--- src/rtl/life_pkg.sv ---
// Shared Game of Life types and board dimensions.
// Used by the cell array and by board_monitor.
package life_pkg;

    localparam int LIFE_ROWS = 16;
    localparam int LIFE_COLS = 16;

    typedef enum logic [2:0] {
        IDLE,
        RUN,
        EXTINCT,
        STABLE,
        OSC2
    } mon_state_t;

    typedef logic [LIFE_ROWS-1:0][LIFE_COLS-1:0] board_t;

endpackage

--- src/rtl/board_monitor_if.sv ---
// Board observation bundle between the life top level and board_monitor.
// master drives load/tick/board; slave is the monitor reporting status.
interface board_monitor_if #(
    parameter int ROWS  = 16,
    parameter int COLS  = 16,
    parameter int GEN_W = 16
);
    localparam int POP_W = $clog2(ROWS * COLS + 1);

    logic                       load;
    logic                       tick;
    logic [ROWS-1:0][COLS-1:0]  board;
    logic [GEN_W-1:0]           gen_count;
    logic [POP_W-1:0]           population;
    logic                       extinct;
    logic                       stable;
    logic                       osc2;
    logic                       done;

    modport master (
        output load, tick, board,
        input  gen_count, population, extinct, stable, osc2, done
    );

    modport slave (
        input  load, tick, board,
        output gen_count, population, extinct, stable, osc2, done
    );

endinterface

--- src/rtl/board_monitor_pop_counter.sv ---
// pop_counter: combinational live-cell count of a whole board.
// Per-row partial sums feed a final accumulation across rows.
module pop_counter #(
    parameter int ROWS  = 16,
    parameter int COLS  = 16,
    parameter int CNT_W = $clog2(ROWS * COLS + 1)
) (
    input  logic [ROWS-1:0][COLS-1:0] board,
    output logic [CNT_W-1:0]          count
);

    logic [CNT_W-1:0] row_sum;

    // Sum each row, then add the row sums together
    always_comb begin
        count   = '0;
        row_sum = '0;
        for (int r = 0; r < ROWS; r++) begin
            row_sum = '0;
            for (int c = 0; c < COLS; c++) begin
                row_sum = row_sum + CNT_W'(board[r][c]);
            end
            count = count + row_sum;
        end
    end

endmodule

--- src/rtl/board_monitor.sv ---
// board_monitor: generation/population tracker with extinction, still-life
// and (with BOARD_MONITOR_OSC2_DETECT_EN) period-2 oscillation detection.
module board_monitor
    import life_pkg::*;
#(
    parameter int ROWS  = LIFE_ROWS,
    parameter int COLS  = LIFE_COLS,
    parameter int GEN_W = 16
) (
    input  logic          clk,
    input  logic          reset,
    board_monitor_if.slave bus
);

    localparam int POP_W = $clog2(ROWS * COLS + 1);

    typedef logic [ROWS-1:0][COLS-1:0] brd_t;

    mon_state_t       state_q, state_d;
    logic [GEN_W-1:0] gen_q, gen_d, gen_inc;
    logic [POP_W-1:0] pop_q, pop_d, pop_now;
    logic             ext_q, ext_d;
    logic             stb_q, stb_d;
    logic             done_q, done_d;
    brd_t             prev1_q, prev1_d;
    logic             zero_brd;
    logic             same1;
`ifdef BOARD_MONITOR_OSC2_DETECT_EN
    brd_t             prev2_q, prev2_d;
    logic             hist_q, hist_d;
    logic             osc_q, osc_d;
    logic             same2;
`endif

    pop_counter #(
        .ROWS  (ROWS),
        .COLS  (COLS),
        .CNT_W (POP_W)
    ) u_pop (
        .board (bus.board),
        .count (pop_now)
    );

    assign zero_brd = (bus.board == '0);
    assign same1    = (bus.board == prev1_q);
    assign gen_inc  = (gen_q == '1) ? gen_q : gen_q + GEN_W'(1);
`ifdef BOARD_MONITOR_OSC2_DETECT_EN
    assign same2    = (bus.board == prev2_q);
`endif

    // Next-state: load clears everything, tick advances the FSM
    always_comb begin
        state_d = state_q;
        gen_d   = gen_q;
        pop_d   = pop_q;
        ext_d   = ext_q;
        stb_d   = stb_q;
        done_d  = 1'b0;
        prev1_d = prev1_q;
`ifdef BOARD_MONITOR_OSC2_DETECT_EN
        prev2_d = prev2_q;
        hist_d  = hist_q;
        osc_d   = osc_q;
`endif
        if (bus.load) begin
            state_d = IDLE;
            gen_d   = '0;
            pop_d   = '0;
            ext_d   = 1'b0;
            stb_d   = 1'b0;
            prev1_d = '0;
`ifdef BOARD_MONITOR_OSC2_DETECT_EN
            prev2_d = '0;
            hist_d  = 1'b0;
            osc_d   = 1'b0;
`endif
        end else if (bus.tick) begin
            pop_d = pop_now;
            case (state_q)
                IDLE: begin
                    gen_d   = gen_inc;
                    prev1_d = bus.board;
                    if (zero_brd) begin
                        state_d = EXTINCT;
                        ext_d   = 1'b1;
                        done_d  = 1'b1;
                    end else begin
                        state_d = RUN;
                    end
                end
                RUN: begin
                    gen_d   = gen_inc;
                    prev1_d = bus.board;
`ifdef BOARD_MONITOR_OSC2_DETECT_EN
                    prev2_d = prev1_q;
                    hist_d  = 1'b1;
`endif
                    if (zero_brd) begin
                        state_d = EXTINCT;
                        ext_d   = 1'b1;
                        done_d  = 1'b1;
                    end else if (same1) begin
                        state_d = STABLE;
                        stb_d   = 1'b1;
                        done_d  = 1'b1;
                    end
`ifdef BOARD_MONITOR_OSC2_DETECT_EN
                    else if (hist_q && same2) begin
                        state_d = OSC2;
                        osc_d   = 1'b1;
                        done_d  = 1'b1;
                    end
`endif
                end
                default: begin
                end
            endcase
        end
    end

    // State, counters and history registers
    always_ff @(posedge clk) begin
        if (reset) begin
            state_q <= IDLE;
            gen_q   <= '0;
            pop_q   <= '0;
            ext_q   <= 1'b0;
            stb_q   <= 1'b0;
            done_q  <= 1'b0;
            prev1_q <= '0;
`ifdef BOARD_MONITOR_OSC2_DETECT_EN
            prev2_q <= '0;
            hist_q  <= 1'b0;
            osc_q   <= 1'b0;
`endif
        end else begin
            state_q <= state_d;
            gen_q   <= gen_d;
            pop_q   <= pop_d;
            ext_q   <= ext_d;
            stb_q   <= stb_d;
            done_q  <= done_d;
            prev1_q <= prev1_d;
`ifdef BOARD_MONITOR_OSC2_DETECT_EN
            prev2_q <= prev2_d;
            hist_q  <= hist_d;
            osc_q   <= osc_d;
`endif
        end
    end

    assign bus.gen_count  = gen_q;
    assign bus.population = pop_q;
    assign bus.extinct    = ext_q;
    assign bus.stable     = stb_q;
    assign bus.done       = done_q;
`ifdef BOARD_MONITOR_OSC2_DETECT_EN
    assign bus.osc2       = osc_q;
`else
    assign bus.osc2       = 1'b0;
`endif

endmodule

--- src/flat_wrapper.sv ---
// flat-port wrapper written by rule: the top's interface ports become plain ports
module board_monitor_flat import life_pkg::*;
#(
    parameter int ROWS  = LIFE_ROWS,
    parameter int COLS  = LIFE_COLS,
    parameter int GEN_W = 16
)
  (clk, reset, bus_load, bus_tick, bus_board, bus_gen_count, bus_population, bus_extinct, bus_stable, bus_osc2, bus_done);
  board_monitor_if #(.ROWS(ROWS), .COLS(COLS), .GEN_W(GEN_W)) bus_i ();
  input  logic clk;
  input  logic reset;
  input wire logic [$bits(bus_i.load)-1:0] bus_load;
  input wire logic [$bits(bus_i.tick)-1:0] bus_tick;
  input wire logic [$bits(bus_i.board)-1:0] bus_board;
  output wire logic [$bits(bus_i.gen_count)-1:0] bus_gen_count;
  output wire logic [$bits(bus_i.population)-1:0] bus_population;
  output wire logic [$bits(bus_i.extinct)-1:0] bus_extinct;
  output wire logic [$bits(bus_i.stable)-1:0] bus_stable;
  output wire logic [$bits(bus_i.osc2)-1:0] bus_osc2;
  output wire logic [$bits(bus_i.done)-1:0] bus_done;
  assign bus_i.load = bus_load;
  assign bus_i.tick = bus_tick;
  assign bus_i.board = bus_board;
  assign bus_gen_count = bus_i.gen_count;
  assign bus_population = bus_i.population;
  assign bus_extinct = bus_i.extinct;
  assign bus_stable = bus_i.stable;
  assign bus_osc2 = bus_i.osc2;
  assign bus_done = bus_i.done;
  board_monitor #(.ROWS(ROWS), .COLS(COLS), .GEN_W(GEN_W)) u_core (.clk(clk), .reset(reset), .bus(bus_i));
endmodule
--- config.mk ---
export PLATFORM = sky130hd
export DESIGN_NAME = board_monitor_flat
export DESIGN_NICKNAME = d
export VERILOG_FILES = /design/src/rtl/life_pkg.sv /design/src/rtl/board_monitor_if.sv /design/src/rtl/board_monitor_pop_counter.sv /design/src/rtl/board_monitor.sv /design/src/flat_wrapper.sv
export SDC_FILE = /design/constraint.sdc
export NUM_CORES = 1
export LEC_CHECK = 0
export CORE_MARGIN = 3
export CORE_UTILIZATION = 35
export CTS_CLUSTER_SIZE = 40
export DETAILED_ROUTE_END_ITERATION = 16
export DONT_BUFFER_PORTS = 1
export PLACE_DENSITY = 0.53
export SYNTH_ARGS = -nofsm -noshare
export SYNTH_HDL_FRONTEND = slang
export SYNTH_HIERARCHICAL = 1
export SYNTH_SLANG_ARGS = --single-unit
--- constraint.sdc ---
create_clock -name clk -period 9.7 [get_ports clk]
set_clock_uncertainty 0.1 [all_clocks]
set_input_delay 1.94 -clock clk [delete_from_list [all_inputs] [get_ports clk]]
set_output_delay 1.94 -clock clk [all_outputs]
set_load 0.005 [all_outputs]
## After elaboration in Yosys (flattened, before gate mapping)

Index checks and enable logic that the tools add are counted.

- Bits in registers: 287
- Input port bits: 260
- Output and inout bits: 29
- Word-level logic and storage cells: 304

- Add/subtract/negate cells: 256
- Equality and inequality tests: 4
- Multiplexer cells: 8
- Bitwise logic cells: 3
- Reductions and logical operators: 11

Operators with widths:

| kind | count |
|---|---|
| adder 9 x 1 -> 9 bit | 112 |
| == test 256 bit | 1 |
| zero test 256 bit | 1 |
| adder 8 x 1 -> 9 bit | 16 |
| adder 9 bit | 15 |
| adder 7 x 1 -> 8 bit | 16 |
| adder 6 x 1 -> 7 bit | 16 |
| adder 5 x 1 -> 6 bit | 16 |
| adder 4 x 1 -> 5 bit | 16 |
| adder 3 x 1 -> 4 bit | 16 |
| adder 2 x 1 -> 3 bit | 16 |
| adder 1 x 1 -> 2 bit | 16 |
| adder 16 x 1 -> 16 bit (second input constant) | 1 |
| == test 16 bit (second input constant) | 1 |
| AND reduction 3 bit | 3 |
| 2-to-1 mux 3 bit | 2 |
| case mux 3 bit (2 select lines) | 1 |
| AND reduction 4 bit | 1 |
| OR reduction 2 bit | 2 |
| == test 3 x 1 -> 1 bit (second input constant) | 1 |
| zero test 3 bit | 1 |
| 2-to-1 mux 1 bit | 3 |
| != test 3 x 1 -> 1 bit (second input constant) | 1 |
| NOT 1 bit | 3 |
| 5 further kinds | 5 |

## Depth between registers and ports, before layout

- Depth after elaboration: 30
- Gate-level depth with buffers: 29

## Hierarchy

Netlist, hierarchy kept.

By module, submodules not included:

| module | times used | cells each | area an instance (sq um) | seq. area each (sq um) |
|---|---|---|---|---|
| board_monitor | 1 | 1724 | 13578.0 | 5725.5 |
| pop_counter | 1 | 725 | 7074.3 | 0.0 |

## Worst setup path before layout

No wires, ideal clock.

- Path kind: input-to-reg
- Start point: in bus_board[149]
- End point: reg u_core.pop_q[6] (netlist: u_core/bus.population[6])
- Arrival time: 8913 ps
- Setup slack: 560 ps
- Stages on the path: 29
- Path through: inv_1 fa_1 inv_1 fa_1 inv_1 fa_1 fa_1 inv_1 fa_1 inv_1 fa_1 inv_1 fa_1 inv_1 fa_1 fa_1 fa_1 fa_1 inv_1 ha_1 inv_1 fa_1 nor2b_4 o21ai_2 a21boi_2 o31a_1 a21oi_2 mux2i_1 nor2_1

- Cells in the longest elaborated chain, start to end: 18

RTL lines:

| what | RTL line | RTL |
|---|---|---|
| from (decl) | flat_wrapper.sv:14 | `input wire logic [$bits(bus_i.board)-1:0] bus_board;` |
| adder 5 x 1 -> 6 bit | board_monitor_pop_counter.sv:21 | `row_sum = row_sum + CNT_W'(board[r][c]);` |
| adder 6 x 1 -> 7 bit | board_monitor_pop_counter.sv:21 |  |
| adder 7 x 1 -> 8 bit | board_monitor_pop_counter.sv:21 |  |
| adder 8 x 1 -> 9 bit | board_monitor_pop_counter.sv:21 |  |
| adder 9 x 1 -> 9 bit (7 in a row) | board_monitor_pop_counter.sv:21 |  |
| adder 9 bit (7 in a row) | board_monitor_pop_counter.sv:23 | `count = count + row_sum;` |
| via u_core.pop_now[6] | board_monitor.sv:21 | `logic [POP_W-1:0] pop_q, pop_d, pop_now;` |
| to (signal assigned) | board_monitor.sv:139 | `pop_q <= pop_d;` |
| to (decl) | board_monitor.sv:21 |  |

The timed path passes the listed nets, and every way through them passes these cells.
A chain may end at the register's enable or synchronous reset.

## Worst setup path in the final report

Same ends and word-level chain as after synthesis.

==> flow_metrics.tcl <==
set metrics [dict create \
    r2r_slack_ps 6490 \
    fin_tns_setup_ps 0 \
    vias 16964 \
    worstPathMaxFanout 4 \
    holdPathStages 2 \
    crit_arrival_ps 9440 \
    synth.distinct_cells 46 \
    synthFlopType "dfxtp_1" \
    grt_pass1_vias 16353 \
    path_delay_family "adder cells" \
    crit_type "input pin to flip-flop" \
    die_y_um 249 \
    post-cts-setup-buffers 0 \
    synth-seq-cells 286 \
    cpPeakStageDelay_ps 560 \
    fin_ws_ps 570 \
    min_period_over_period_pct 94.1 \
    hold_buffers 0 \
    synth_top_area_share_pct 27.7 \
    vias_per_cell 5.31 \
    syn_nets 2990 \
    required_ps 10010 \
    hp-class "flip-flop to flip-flop" \
    start_util_pct 35.6 \
    clk_path_buf_depth 3 \
    clkTransAtPathRegs_ps 50 \
    synth_area_sq_um 20700 \
    path_common_cell "fa_1" \
    htree_levels 2 \
    tightest_slew_ps 1140 \
    synth_edf_count 0 \
    min_from "u_core/prev1_q[12]" \
    place_congestion 0.994 \
    antennaDiodeCount 0 \
    clock_latency_ps 580 \
    hold_violations 0 \
    io_buffer_count 0 \
    syn_inst 2449 \
    rows 88 \
    wl_per_cell_um 28.8 \
    drtIter0Drc 1691 \
    gr-total-overflow 0 \
    yosysSeqAreaShare_pct 27.7 \
    slew_headroom_pct 23.9 \
    synth_area_leaders "dfxtp_1 28%, fa_1 23%, xor2_1 9.7%" \
    drv_slew 0 \
    boundaryPins 289 \
    max_cap_violations 0 \
    r2r_start "u_core/state_q[1]" \
    cts_tree "done" \
    async_flop_share_pct 0 \
    fp.coreArea_sq_um 58000 \
    track_usage_pct 29.0 \
    syn_avg_cell_area_sq_um 8.43 \
    grt_pass1_wl_um 127000 \
    layout.nets 2946 \
    syn_to_final_growth_pct 9.35 \
    cts_root_buffer "clkbuf_16" \
    crit_slowest_cell "fa_1" \
    status "finished, final reports clean" \
    design.die.area_sq_um 62000 \
    min_period_ps 9130 \
    layout-drive-gt1-share_pct 3.37 \
    synth_top_cell_by_area "dfxtp_1" \
    rsz0062_at_grt "no" \
    yosysWarningCount 6 \
    drtPass1Iterations 6 \
    start_kind "input pin" \
    die_w_um 249 \
    end_kind "flip-flop" \
    ant_nets 0 \
    r2r_end "u_core/prev1_q[135]" \
    setup_viol_count_final 0 \
    cts_num_sinks 286 \
    hold_end "u_core/prev1_q[12]" \
    cts-resized-gates 0 \
    worst_r2r_path_depth 5 \
    antenna_found_initial 2 \
    dp_hpwl_um 76000 \
    fmax_mhz 110 \
    wirelength_um 92000 \
    pre_cts_ws_ps 75.7 \
    hold_slack_ps 364 \
    drc 0 \
    path_buf_inv 9 \
    cts_inserted_buffers 37 \
    grt_start_max_net_pins 162 \
    dpl_cell_area_sq_um 21300 \
    fin_area_sq_um 22600 \
]
-- worst min-delay path, cell delays in order, from the launching register on --
cell and delay, ps:
dfxtp_1 310, nand2_1 50, a21oi_1 50
-- how the worst max path moves through the flow --
stage | slack (ps) | endpoint | depth (start not counted) | from
2_1_floorplan | 560 | u_core/bus.population[6] | 29 | bus_board[149]
3_3_place_gp | 40 | u_core/bus.population[6] | 29 | bus_board[149]
3_5_place_dp | 80 | u_core/bus.population[6] | 29 | bus_board[149]
4_1_cts | 610 | u_core/bus.population[6] | 29 | bus_board[149]
5_1_grt | 290 | u_core/bus.population[6] | 29 | bus_board[149]
6_report | 570 | u_core/bus.population[6] | 29 | bus_board[149]
-- cells in the mapped netlist (all sizes together), types with 2 or more instances --
library cell	number
nand2	526
inv	417
dfxtp	286
a21oi	261
fa	242
xor2	229
nor4	144
clkbuf	64
nand4	55
xnor2	49
ha	39
nor2	39
buf	29
nand3	13
mux2i	10
or4	5
and4	4
o21ai	4
nand4b	3
nor2b	3
o21a	3
a21boi	2
and2	2
nand2b	2
nor3	2
nor4b	2
o22ai	2
-- kinds of logic (layout without fill, tap and decap cells) --
family          count (synthesis)  after routing  synth area share, %
buf+inv                       510            491                 9.45
simple gates                  806            806                 17.7
fa+ha+maj                     281            281                 25.8
compound gates                277            277                 7.03
other cells                     1              1               0.0182
xor+xnor                      278            278                 11.8
mux                            10             10                0.485
flops                         286            286                 27.7
-- registers in the layout (all words and copies together) (netlist names) --
name,flops
u_core/state_q,2
u_core/bus.population,9
u_core/prev1_q,256
u_core/bus.stable,1
u_core/bus.gen_count,16
u_core/bus.done,1
u_core/bus.extinct,1
-- layout make-up --
class                           instances  area (sq um)
Fill cell                            5833         35400
Multi-Input combinational cell       1653         13000
Sequential cell                       286          5730
Inverter                              417          1570
Clock buffer                           50          1100
Tap cell                              765           957
Clock inverter                         14           156
Timing Repair Buffer                   10          87.6
-- per-stage QoR --
step	utilization (%)	instances
final	38.9	3195
after global routing	38.9	3195
after CTS	38.9	3195
after detailed placement	36.8	3131
after global placement	36.8	3131
after floorplan	-	2449
-- placed cells by master, fill, tap and decap left out, types with 5 or more instances in the layout --
cell type and instances:
a21oi_1 260, buf_4 9, clkbuf_16 39, clkbuf_8 8
clkinv_2 7, dfxtp_1 286, fa_1 242, ha_1 39
inv_1 417, mux2i_1 10, nand2_1 526, nand3_1 13
nand4_1 55, nor2_1 39, nor4_1 144, or4_1 5
xnor2_1 49, xor2_1 229
-- per-layer routing --
metal  up-vias  routed length, um  GRT usage [%]
met5         -                  0              0
met4         0               3080           8.59
met3       119               8480           7.27
met2       826              43000           47.1
met1      8441              37500           38.2
li1       7578                  -              -
Power is left out: the tool's default activity adds up to more than one toggle a clock period on the data nets, which glitch-free logic cannot reach.
